<file path="src/rtl/tomasulo_pkg.sv">
// Shared types for the Tomasulo core: tags, CDB, issue payload and the
// reservation-station dispatch record used by tomasulo_rs_mpy.
package tomasulo_pkg;

  localparam int WORD_W       = 32;
  localparam int TAG_W        = 4;
  localparam int RS_N_DEFAULT = 4;

  typedef logic [TAG_W-1:0] tag_t;

  typedef struct packed {
    logic              vld;
    tag_t              tag;
    logic [WORD_W-1:0] wdata;
  } cdb_t;

  typedef struct packed {
    tag_t              tag;
    logic [WORD_W-1:0] a;
    logic [WORD_W-1:0] b;
  } issue_t;

  typedef struct packed {
    logic              rdy;
    tag_t              tag;
    logic [WORD_W-1:0] data;
  } rs_src_t;

  typedef struct packed {
    tag_t          tag;
    rs_src_t [1:0] src;
  } rs_disp_t;

  typedef enum logic [1:0] {
    RS_EMPTY,
    RS_WAIT,
    RS_READY
  } rs_state_t;

  function automatic logic cdb_hit(rs_src_t s, cdb_t c);
    return !s.rdy && c.vld && (s.tag == c.tag);
  endfunction

  function automatic rs_src_t cdb_capture(rs_src_t s, cdb_t c);
    rs_src_t r;
    r = s;
    if (cdb_hit(s, c)) begin
      r.rdy  = 1'b1;
      r.data = c.wdata;
    end
    return r;
  endfunction

endpackage

</file>
<file path="src/rtl/tomasulo_age_matrix.sv">
// Age matrix: older_r[i][j] set means entry i was allocated before entry j.
// gnt picks the single oldest valid requester.
module tomasulo_age_matrix #(
  parameter int N = 4
) (
  input  logic         clk,
  input  logic         rst,
  input  logic         flush,
  input  logic [N-1:0] alloc,
  input  logic [N-1:0] free,
  input  logic [N-1:0] req,
  output logic [N-1:0] gnt
);

  logic [N-1:0] vld_r;
  logic [N-1:0] older_r [N];

  always_ff @(posedge clk or negedge rst) begin
    if (!rst) begin
      vld_r <= '0;
      for (int i = 0; i < N; i++) older_r[i] <= '0;
    end else if (flush) begin
      vld_r <= '0;
      for (int i = 0; i < N; i++) older_r[i] <= '0;
    end else begin
      vld_r <= alloc | (vld_r & ~free);
      // A new entry is younger than every entry still alive this cycle.
      for (int i = 0; i < N; i++) begin
        if (alloc[i]) begin
          older_r[i] <= '0;
        end else begin
          for (int j = 0; j < N; j++) begin
            if (alloc[j]) older_r[i][j] <= vld_r[i] & ~free[i];
          end
        end
      end
    end
  end

  always_comb begin
    gnt = '0;
    for (int i = 0; i < N; i++) begin
      gnt[i] = req[i] & vld_r[i];
      for (int j = 0; j < N; j++) begin
        if (j != i && req[j] && vld_r[j] && older_r[j][i]) gnt[i] = 1'b0;
      end
    end
  end

endmodule

</file>
<file path="src/rtl/tomasulo_rs_mpy.sv">
// Multiplier reservation station: CDB-snooping entries, oldest-ready select,
// registered issue port. TOMASULO_RS_FAST_WAKEUP_EN allows select in the wakeup cycle.
module tomasulo_rs_mpy
  import tomasulo_pkg::*;
#(
  parameter int N = RS_N_DEFAULT
) (
  input  logic               clk,
  input  logic               rst,
  input  logic               disp_vld,
  input  rs_disp_t           disp,
  output logic               disp_rdy,
  input  cdb_t               cdb,
  input  logic               flush,
  output logic               iss_vld,
  output issue_t             iss,
  input  logic               iss_rdy,
  output logic [$clog2(N):0] occ_r
);

  localparam int OCC_W = $clog2(N) + 1;

  rs_state_t     state_r [N];
  tag_t          tag_r   [N];
  rs_src_t [1:0] src_r   [N];

  logic [N-1:0] empty_v, req_v, gnt_v, alloc_v, free_v;
  logic         full_r, do_disp, load, sel_any;
  issue_t       sel_iss;

  function automatic logic srcs_ready(rs_src_t [1:0] s, cdb_t c);
    return (s[0].rdy || cdb_hit(s[0], c)) && (s[1].rdy || cdb_hit(s[1], c));
  endfunction

  assign full_r   = (occ_r == OCC_W'(N));
  assign disp_rdy = !full_r;
  assign do_disp  = disp_vld && disp_rdy;
  assign load     = !iss_vld || iss_rdy;
  assign free_v   = load ? gnt_v : '0;
  assign sel_any  = |gnt_v;

  always_comb begin
    empty_v = '0;
    req_v   = '0;
    for (int i = 0; i < N; i++) begin
      empty_v[i] = (state_r[i] == RS_EMPTY);
`ifdef TOMASULO_RS_FAST_WAKEUP_EN
      req_v[i] = (state_r[i] == RS_READY) ||
                 ((state_r[i] == RS_WAIT) && srcs_ready(src_r[i], cdb));
`else
      req_v[i] = (state_r[i] == RS_READY);
`endif
    end
  end

  // Lowest-index empty entry wins allocation.
  always_comb begin
    alloc_v = '0;
    for (int i = N - 1; i >= 0; i--) begin
      if (empty_v[i]) begin
        alloc_v    = '0;
        alloc_v[i] = do_disp;
      end
    end
  end

  tomasulo_age_matrix #(.N(N)) u_age (
    .clk   (clk),
    .rst   (rst),
    .flush (flush),
    .alloc (alloc_v),
    .free  (free_v),
    .req   (req_v),
    .gnt   (gnt_v)
  );

  always_comb begin
    sel_iss = '0;
    for (int i = 0; i < N; i++) begin
      if (gnt_v[i]) begin
        sel_iss.tag = tag_r[i];
`ifdef TOMASULO_RS_FAST_WAKEUP_EN
        sel_iss.a = src_r[i][0].rdy ? src_r[i][0].data : cdb.wdata;
        sel_iss.b = src_r[i][1].rdy ? src_r[i][1].data : cdb.wdata;
`else
        sel_iss.a = src_r[i][0].data;
        sel_iss.b = src_r[i][1].data;
`endif
      end
    end
  end

  // ---- entry state / occupancy ----
  always_ff @(posedge clk or negedge rst) begin
    if (!rst) begin
      for (int i = 0; i < N; i++) state_r[i] <= RS_EMPTY;
      occ_r <= '0;
    end else if (flush) begin
      for (int i = 0; i < N; i++) state_r[i] <= RS_EMPTY;
      occ_r <= '0;
    end else begin
      for (int i = 0; i < N; i++) begin
        if (alloc_v[i]) begin
          state_r[i] <= srcs_ready(disp.src, cdb) ? RS_READY : RS_WAIT;
        end else if (free_v[i]) begin
          state_r[i] <= RS_EMPTY;
        end else if (state_r[i] == RS_WAIT && srcs_ready(src_r[i], cdb)) begin
          state_r[i] <= RS_READY;
        end
      end
      occ_r <= occ_r + OCC_W'(do_disp) - OCC_W'(|free_v);
    end
  end

  // Payload is qualified by state, so it carries no reset.
  always_ff @(posedge clk) begin
    for (int i = 0; i < N; i++) begin
      if (alloc_v[i]) begin
        tag_r[i] <= disp.tag;
        for (int k = 0; k < 2; k++) src_r[i][k] <= cdb_capture(disp.src[k], cdb);
      end else if (state_r[i] == RS_WAIT) begin
        for (int k = 0; k < 2; k++) src_r[i][k] <= cdb_capture(src_r[i][k], cdb);
      end
    end
  end

  // ---- issue output register ----
  always_ff @(posedge clk or negedge rst) begin
    if (!rst) begin
      iss_vld <= 1'b0;
      iss     <= '0;
    end else if (flush) begin
      iss_vld <= 1'b0;
      iss     <= '0;
    end else if (load) begin
      iss_vld <= sel_any;
      if (sel_any) iss <= sel_iss;
    end
  end

endmodule

</file>
<file path="config.mk">
export PLATFORM = sky130hd
export DESIGN_NAME = tomasulo_rs_mpy
export DESIGN_NICKNAME = d
export VERILOG_FILES = /design/src/rtl/tomasulo_pkg.sv /design/src/rtl/tomasulo_age_matrix.sv /design/src/rtl/tomasulo_rs_mpy.sv
export SDC_FILE = /design/constraint.sdc
export NUM_CORES = 1
export LEC_CHECK = 0
export CORE_MARGIN = 1
export CORE_UTILIZATION = 60
export DETAILED_ROUTE_END_ITERATION = 8
export GPL_ROUTABILITY_DRIVEN = 0
export HOLD_SLACK_MARGIN = 0.06
export PLACE_DENSITY = 0.83
export SETUP_SLACK_MARGIN = 0.5
export SYNTH_ARGS = -nofsm -noshare
export SYNTH_HDL_FRONTEND = slang
export SYNTH_SLANG_ARGS = --single-unit
</file>
<file path="constraint.sdc">
create_clock -name clk -period 9.1 [get_ports clk]
set_clock_uncertainty 0.15 [all_clocks]
set_input_delay 1.82 -clock clk [delete_from_list [all_inputs] [get_ports clk]]
set_output_delay 1.82 -clock clk [all_outputs]
set_load 0.1 [all_outputs]
</file>
Word-level counts from Yosys, hierarchy flattened:

Memories as Yosys holds them, arrays and structs flattened.
Cells that the tools add are included.

* register bits: 96
* RAM bits: 312
* input bits: 120
* output and inout port bits: 73
* word-level logic and storage cells: 323
* memories: 2

* add/subtract/negate cells: 2
* eq/ne operators: 19
* mux-type cells: 164
* bitwise operators: 23
* reductions and logical operators: 91

Memories
* src_r: depth 4, width 74, rd ports 4, clocked after memory_dff 0, write ports 4, RTL line tomasulo_rs_mpy.sv:25 `rs_src_t [1:0] src_r [N];`
* tag_r: depth 4, width 4, rd ports 4, clocked after memory_dff 0, write ports 1, RTL line tomasulo_rs_mpy.sv:24 `tag_t tag_r [N];`

Operators with widths (number)
* 32-bit two-way mux: 34
* 68-bit two-way mux: 7
* 37-bit two-way mux: 8
* 1-bit two-way mux: 83
* 4-bit two-way mux: 13
* 1-bit logical AND: 46
* 4-bit equality test: 10
* 2-bit two-way mux: 16
* 4-bit OR reduction: 5
* 3-bit nonzero test: 6
* 16-bit two-way mux: 1
* 4-bit nonzero test: 4
* 1-bit zero test: 12
* 1-bit logical OR: 11
* 1-bit bitwise AND: 8
* 2-bit by 1-bit equality test with 1-bit output (second input constant): 4
* 2-bit equality test (second input constant): 4
* 2-bit zero test: 4
* 8-bit two-way mux: 1
* 1-bit OR: 8
* 4-bit bitwise AND: 1
* 1-bit inverter: 4
* 4-bit inverter: 1
* 4-bit OR: 1
* other kinds (6): 7

Depth between registers and ports, before layout:

Gate-level depths: netlist of run 1.

* word-level depth: 13
* gate-level depth with buffers: 14
* depth with buffers taken out: 12

Cells and area by module:

Synthesis of run 1 repeated with hierarchy kept, for this count alone.

* cell total of the unflattened synthesis: 1439
* area, all modules: 19188.4 um2

By module, submodules not included
* tomasulo_rs_mpy: times used 1, cells each 1350, area an instance 18357.6 um2, sequential area each 11370.9 um2
* tomasulo_age_matrix: times used 1, cells each 89, area an instance 830.8 um2, sequential area each 400.4 um2

Least setup slack after synthesis of run 1:

Ideal clock, no wire load.

* path kind: input port to flip-flop
* start point: in cdb[34] in the netlist's numbering
* end point: mem src_r[1][0] in the netlist's numbering (enable)
* setup time: 0.511 ns
* data arrival time: 5.637 ns
* data required time: 8.439 ns
* slack: 2.802 ns
* stages: 4
* buffers on the path: 1
* cell sequence: buf_2 xnor2_1 nand4_1 o41ai_1

RTL lines
* start: declaration: RTL line tomasulo_rs_mpy.sv:13 `input cdb_t cdb,`
* end: declaration: RTL line tomasulo_rs_mpy.sv:25

==> out/metrics.yaml, run 1 <==
power_and_ir_drop:
  maximum_ir_drop_on_the_vdd_rail_v: 0.000157
  power_leakage_nw: 8.06
  power.total_mw: 4.81
  power_density_nw_per_um2: 210
placed_design:
  placed_cells_incl_taps: 1925
  portBuffers: 192
  hpwl_mm: 28.9
clock_network:
  clockBufferDepth: 3
  cts-root-buf: "sky130_fd_sc_hd__clkbuf_16"
  clock_insertion_delay_at_the_later_pin_of_the_skew_report_ns: 0.53
  clock_buffer_count_from_cts: 42
  clk_pin_slew_worst_paths_ns: 0.06
  clock-sinks: 408
  cts_hold_repair.buffers: 0
  post_cts.resized_instances: 0
  tritoncts_clock_tree: "built"
  postCtsSetupBuffers: 0
  cts-htree-levels: 2
route:
  detail-route-antenna-nets: 0
  firstDrtPassIters: 6
  detail_route.wl_per_cell_microns: 25.6
  totalWireLength_mm: 51.2
  viasPerCell: 6.68
  route.vias.total: 13400
  drc: 0
  dr.first_iter.drc_count: 1357
cells_and_area:
  filler_cells_inserted: 2036
  final_cell_count_no_fill: 2004
  layout-drive-gt1-share: 0.0700
  final_util: 0.723
  nNetsFinal: 1690
  area_growth_pct: 18.0
sta:
  final.setup.tns_ns: 0
  worst_pin_slew_ns: 1.36
  final_hold_violation_count: 0
  final.min_clock_period_ns: 4.97
  fin_crit_sh: 0.547
  final_max_slew_viol_count: 0
  unrepaired_setup_endpoints_after_global_routing: "no"
  max_freq_ghz: 0.201
  setup_violations: 0
  finalHoldWorstSlack_ns: 0.340
  worst_relative_slew_slack: 0.0876
synthesis:
  async_reset_ff_frac: 0.235
  total_nets_after_synthesis: 1544
  ys_top_cells_by_area: "sky130_fd_sc_hd__edfxtp_1 (48%), sky130_fd_sc_hd__dfrtp_1 (12%), sky130_fd_sc_hd__mux2_1 (12%)"
  syn-instance-count: 1421
  post_synth_num_cell_types: 65
  synth_area_sq_um: 19400
  synth_flop_cell: "sky130_fd_sc_hd__edfxtp_1"
  synth.ff_latch_count: 408
  synth-edff-count: 312
  syn_area_per_cell_sq_um: 13.6
  synth_largest_area_cell: "sky130_fd_sc_hd__edfxtp_1"
  synth_top_cell_area_share: 0.483
  ys_seq_area_frac: 0.607
  synth.most_common_cell: "sky130_fd_sc_hd__edfxtp_1"
  yosys-top-cells-count: "sky130_fd_sc_hd__edfxtp_1 (312), sky130_fd_sc_hd__mux2_1 (212), sky130_fd_sc_hd__dfrtp_1 (96)"
  ys_warn_count: 0
setup_path:
  cp_max_fo: 32
  worst_ep_arrival_time_ns: 5.10
  critPathRequiredTime_ns: 9.23
  worstSetupPathType: "in2reg"
  timing.critical_path.from_type: "input port"
  timing.critical_path.to_type: "flop"
floorplan:
  row_count: 65
  initial_core_utilization: 0.613
  fp.dieArea_sq_um: 33000
  floorplan.die.width_microns: 182
  io_pins: 193
  design.core.area_sq_um: 31600
  die_h_microns: 182
global_route:
  via_count_of_the_first_global_routing_pass: 13900
  grt_antenna_before_repair: 1
  gr-usage-all-layers: 0.312
  grt_max_degree: 87
  grt_pass1_wl_mm: 78.4
  globalRouteOverflowTotal: 0
job:
  max-cap-violations: 0
hold_path:
  worstHoldPathType: "reg2reg"
outcome:
  status: "completed"
## power breakdown
part	internal, mW	total, mW	switching, mW	leakage [nW]
Clock	0.969	1.66	0.692	0.644
Sequential	2.27	2.35	0.0725	4.20
Combinational	0.275	0.808	0.532	3.21
## stage by stage
| stage | instance area [sq um] | setup WS (ns) |
|---|---|---|
| floorplan | 19400 | 2.80 |
| detailed placement | 21600 | 3.65 |
| global route | 22900 | 4.02 |
| CTS | 22900 | 4.16 |
| global placement | 21600 | 3.69 |
| finish | 22900 | 4.13 |
## kinds of logic (layout without fill, tap and decap cells)
family | count (synthesis) | after routing | synth area share
buffers and inverters | 185 | 365 | 0.0419
and+or+nand+nor | 251 | 251 | 0.0771
adders and majority gates | 3 | 3 | 0.00232
other | 0 | 1 | 0
muxes | 236 | 236 | 0.136
DFF | 408 | 408 | 0.607
xor gates and xnor gates | 39 | 39 | 0.0176
AOI/OAI and AO/OA | 299 | 299 | 0.118
## metal layers
metal | vias up | track usage | wire length, microns
met5 | - | 0 | 13
met4 | 2 | 0.131 | 1640
met3 | 124 | 0.0431 | 3930
met2 | 651 | 0.536 | 25800
met1 | 6794 | 0.400 | 19800
li1 | 5806 | - | -
## flip-flops by register name, indices dropped and copies added (netlist names)
name	cells
tag_r	16
iss	68
occ_r	3
iss_vld	1
u_age.vld_r	4
state_r	8
src_r	296
u_age.older_r	12
## critical path, cell delays in order
cell and delay (ns):
sky130_fd_sc_hd__clkdlybuf4s50_1 0.73, sky130_fd_sc_hd__xor2_1 0.30, sky130_fd_sc_hd__nor3_1 0.29, sky130_fd_sc_hd__nand3_1 0.36
sky130_fd_sc_hd__o21ai_4 1.15, sky130_fd_sc_hd__mux2_2 0.43
## layout by cell type, fill, tap and decap left out, types with 5 or more instances in the layout
master,Yosys,layout
sky130_fd_sc_hd__nand2b_1,78,78
sky130_fd_sc_hd__clkinv_1,3,11
sky130_fd_sc_hd__clkbuf_1,53,15
sky130_fd_sc_hd__a22o_1,33,33
sky130_fd_sc_hd__nor2_1,22,19
sky130_fd_sc_hd__mux2_2,12,12
sky130_fd_sc_hd__edfxtp_1,312,312
sky130_fd_sc_hd__nand2_1,20,16
sky130_fd_sc_hd__nand4_1,72,72
sky130_fd_sc_hd__dfrtp_1,96,96
sky130_fd_sc_hd__nor2b_1,6,6
sky130_fd_sc_hd__clkinv_2,0,6
sky130_fd_sc_hd__inv_1,76,76
sky130_fd_sc_hd__nand4b_1,9,9
sky130_fd_sc_hd__nor3_1,14,14
sky130_fd_sc_hd__buf_4,15,16
sky130_fd_sc_hd__a21oi_1,82,82
sky130_fd_sc_hd__o21ai_0,9,9
sky130_fd_sc_hd__clkbuf_16,0,45
sky130_fd_sc_hd__mux2i_1,12,12
sky130_fd_sc_hd__mux2_1,212,212
sky130_fd_sc_hd__xnor2_1,20,20
sky130_fd_sc_hd__o211ai_1,68,68
sky130_fd_sc_hd__o21ai_4,0,5
sky130_fd_sc_hd__xor2_1,19,19
sky130_fd_sc_hd__a32o_1,68,68
sky130_fd_sc_hd__clkdlybuf4s50_1,0,191
sky130_fd_sc_hd__nand3_1,8,8
## worst paths after layout
| path | startpoint | to | slack [ns] | depth (start not counted) |
|---|---|---|---|---|
| max in group asynchronous | rst | iss[14] | 6.40 | 2 |
| min in group asynchronous | rst | iss[59] | 1.17 | 1 |
| min reg2reg | iss[39] | iss[39] | 0.34 | 1 |
| max | cdb[32] | src_r[0][38] | 4.13 | 6 |
| max reg2reg | state_r[6] | occ_r[2] | 5.33 | 13 |
| min | iss[39] | iss[39] | 0.34 | 1 |
## layout make-up
type / count / area, sq um / area share
inverters: 80 / 300 / 0.0131
clock inverters: 17 / 128 / 0.00558
multi-input cells: 828 / 6950 / 0.304
clock buffers: 61 / 1200 / 0.0523
flip-flops and latches: 408 / 11800 / 0.514
well taps: 402 / 503 / 0.0220
diodes: 1 / 2.50 / 0.000109
repair buffers: 207 / 2030 / 0.0888
No activity file was read; power rests on OpenSTA's default activity.
==> inputs of run 2 (changes only) <==
Settings changed: CORE_UTILIZATION 60 to 58, PLACE_DENSITY 0.83 to 0.81.
Clock period 9.1 ns to 4.7 ns, I/O delays scaled along.
==> out/metrics.yaml, run 2 (same netlist as run 1, synthesis figures left out) <==
power_and_ir_drop:
  seq_power_share: 0.483  # was 0.487
  maximum_ir_drop_on_the_vdd_rail_v: 0.000447  # was 0.000157 V
  power_leakage_nw: 8.24  # was 8.06 nW
  internal-power_mw: 6.84  # was 3.52 mW
  comb_power_share: 0.175  # was 0.168
  power_density_nw_per_um2: 404  # was 210 nW/um^2
  clkPwrFrac: 0.342  # was 0.345
  netSwitchingPower_mw: 2.56  # was 1.30 mW
  power.switching_fraction: 0.272  # was 0.269
cells_and_area:
  multi_input_gate_area_sq_um: 6960  # was 6950 sq um
  layout_top_registers: "src_r x296, iss x68, tag_r x16"  # unchanged
  finish.instance_area_sq_um: 23200  # was 22900 sq um
  area_growth_pct: 19.9  # was 18.0%
  layout-drive-gt1-share: 0.0867  # was 0.0700
  largest-register: "src_r"  # unchanged
  seqCellArea_sq_um: 11800  # unchanged
  number_of_flip_flops_under_the_largest_register_name: 296  # unchanged
  final_util: 0.711  # was 0.723
  most_frequent_standard_cell_in_the_layout_excluding_fill_and_tap_cells: "sky130_fd_sc_hd__edfxtp_1"  # unchanged
  nNetsFinal: 1717  # was 1690
  final_cell_count_no_fill: 2069  # was 2004
  filler_cells_inserted: 2219  # was 2036
  layout_common_cells: "sky130_fd_sc_hd__edfxtp_1 (312), sky130_fd_sc_hd__mux2_1 (212), sky130_fd_sc_hd__clkdlybuf4s50_1 (191), sky130_fd_sc_hd__dfrtp_1 (96), sky130_fd_sc_hd__a21oi_1 (82)"  # unchanged
global_route:
  gr-usage-all-layers: 0.309  # was 0.312
  grt_pass1_wl_mm: 79.0  # was 78.4 mm
  grt_max_degree: 78  # was 87
  grt_antenna_before_repair: 1  # unchanged
  via_count_of_the_first_global_routing_pass: 13900  # about the same
  globalRouteOverflowTotal: 0  # unchanged
sta:
  max_freq_ghz: 0.281
  worst_pin_slew_ns: 1.14  # was 1.36 ns
  final_max_slew_viol_count: 0  # unchanged
  final_hold_violation_count: 0  # unchanged
  setup_violations: 0  # unchanged
  worst_relative_slew_slack: 0.238  # was 0.0876
  fin_crit_sh: 0.758
  unrepaired_setup_endpoints_after_global_routing: "no"  # unchanged
  final.min_clock_period_ns: 3.56
  final.setup.tns_ns: 0  # unchanged
  final.setup.worst_slack_ns: 1.14  # was 4.13 ns
setup_path:
  reg2reg_setup_slack_ns: 1.14  # was 5.33 ns
  path_buf_inv: 2  # was 1
  critPathRequiredTime_ns: 4.97  # was 9.23 ns
  r2r_cells: 12  # was 13
  critPathCapture: "occ_r[2]"  # was src_r[0][38]
  critical_path_depth: 12  # was 6
  worst_setup_path_startpoint: "state_r[4]"  # was cdb[32]
  cp_max_fo: 64  # was 32
  worstSetupPathType: "reg2reg"  # was in2reg
  worst_ep_arrival_time_ns: 3.83  # was 5.10 ns
  timing.critical_path.to_type: "flop"  # unchanged
  reg2reg_from: "state_r[4]"  # was state_r[6]
  timing.critical_path.from_type: "flop"  # was input port
  path_cells: "nand4b_1 -> and4_4 -> a2111oi_4 -> nor2_1 -> ha_1 -> inv_1 -> ha_1 -> inv_1 -> fa_1 -> xor2_1 -> xnor2_1 -> nor2_1"  # was clkdlybuf4s50_1 -> xor2_1 -> nor3_1 -> nand3_1 -> o21ai_4 -> mux2_2
  crit_slowest_cell: "sky130_fd_sc_hd__a2111oi_4"  # was sky130_fd_sc_hd__o21ai_4
  critical_path_max_stage_delay_ns: 0.67  # was 1.15 ns
  rr_endpoint: "occ_r[2]"  # unchanged
  path_delay_family: "simple AND/OR/NAND/NOR gates"  # was compound AO/OA/AOI/OAI gates
clock_network:
  cts-root-buf: "sky130_fd_sc_hd__clkbuf_16"  # unchanged
  clock_insertion_delay_at_the_later_pin_of_the_skew_report_ns: 0.54  # was 0.53 ns
  cts_hold_repair.buffers: 0  # unchanged
  postCtsSetupBuffers: 0  # unchanged
  clock-sinks: 408  # unchanged
  clockBufferDepth: 3  # unchanged
  clk_pin_slew_worst_paths_ns: 0.06  # about the same
  cts-htree-levels: 2  # unchanged
  tritoncts_clock_tree: "built"  # unchanged
  post_cts.resized_instances: 0  # unchanged
  clock_buffer_count_from_cts: 41  # was 42
placed_design:
  placed_cells_incl_taps: 1993  # was 1925
  cell_area_reported_after_detailed_placement_sq_um: 21900  # was 21600 sq um
  worst_slack_after_detailed_placement_ns: 0.720  # was 3.65 ns
  portBuffers: 192  # unchanged
  hpwl_mm: 30.8  # was 28.9 mm
outcome:
  status: "completed"  # unchanged
route:
  route.vias.total: 13500  # was 13400
  detail-route-antenna-nets: 0  # unchanged
  firstDrtPassIters: 7  # was 6
  drc: 0  # unchanged
  detail_route.wl_per_cell_microns: 25.1  # was 25.6 microns
  viasPerCell: 6.51  # was 6.68
  dr.first_iter.drc_count: 1286  # was 1357
  totalWireLength_mm: 52.0  # was 51.2 mm
floorplan:
  initial_core_utilization: 0.593  # was 0.613
  floorplan.die.width_microns: 185  # was 182 microns
  design.core.area_sq_um: 32700  # was 31600 sq um
  io_pins: 193  # unchanged
  fp.dieArea_sq_um: 34200  # was 33000 sq um
  die_h_microns: 185  # was 182 microns
  row_count: 66  # was 65
job:
  max-cap-violations: 0  # unchanged
hold_path:
  worstHoldPathType: "reg2reg"  # unchanged
  min-delay-start: "iss[28]"  # was iss[39]
==> run 2: cell count changes in the layout (fill, tap and decap cells not counted) <==
cell / previous run / this run
sky130_fd_sc_hd__o41ai_4: 0 / 1
sky130_fd_sc_hd__clkbuf_8: 1 / 4
sky130_fd_sc_hd__clkbuf_16: 45 / 43
sky130_fd_sc_hd__o41ai_2: 1 / 0
sky130_fd_sc_hd__buf_4: 16 / 35
sky130_fd_sc_hd__clkinvlp_4: 1 / 0
sky130_fd_sc_hd__inv_6: 0 / 1
sky130_fd_sc_hd__clkinv_1: 11 / 6
sky130_fd_sc_hd__buf_12: 0 / 9
sky130_fd_sc_hd__clkbuf_1: 15 / 16
==> run 2: routing by layer <==
metal,part of all wire,global-route usage
met4,0.028,0.108
met1,0.39,0.403
met5,0,0
met2,0.49,0.522
met3,0.087,0.0523
==> run 2: how the worst min path moves through the flow <==
stage               cells past startpoint           endpoint  slack (ns)
floorplan                               2  u_age.older_r[10]        0.33
global placement                        1            iss[27]        0.32
detailed placement                      1            iss[42]        0.33
CTS                                     1            iss[28]        0.34
global route                            1             iss[3]        0.36
finish                                  1            iss[28]        0.34
==> run 2: layout make-up <==
cell class	count	share of cell area
clock inverter	12	0.00474
multi-input combinational	828	0.299
clock buffer	63	0.0513
antenna	1	0.000108
tap	442	0.0238
sequential	408	0.506
inverter	80	0.0129
timing repair buffer	235	0.101
==> run 2: power by group through the flow <==
stage               combinational (mW)  clock (mW)  sequential, mW
floorplan                        0.909           0            4.67
global placement                  1.58           0            4.58
detailed placement                1.63           0            4.60
CTS                               1.64        3.23            4.53
global route                      1.75        3.37            4.56
finish                            1.65        3.21            4.54
==> run 2: through the flow <==
stage | power, mW | hold slack (ns)
after floorplan | 5.58 | 0.326
after global placement | 6.16 | 0.323
after detailed placement | 6.23 | 0.330
after CTS | 9.39 | 0.343
after global routing | 9.68 | 0.357
final | 9.40 | 0.340
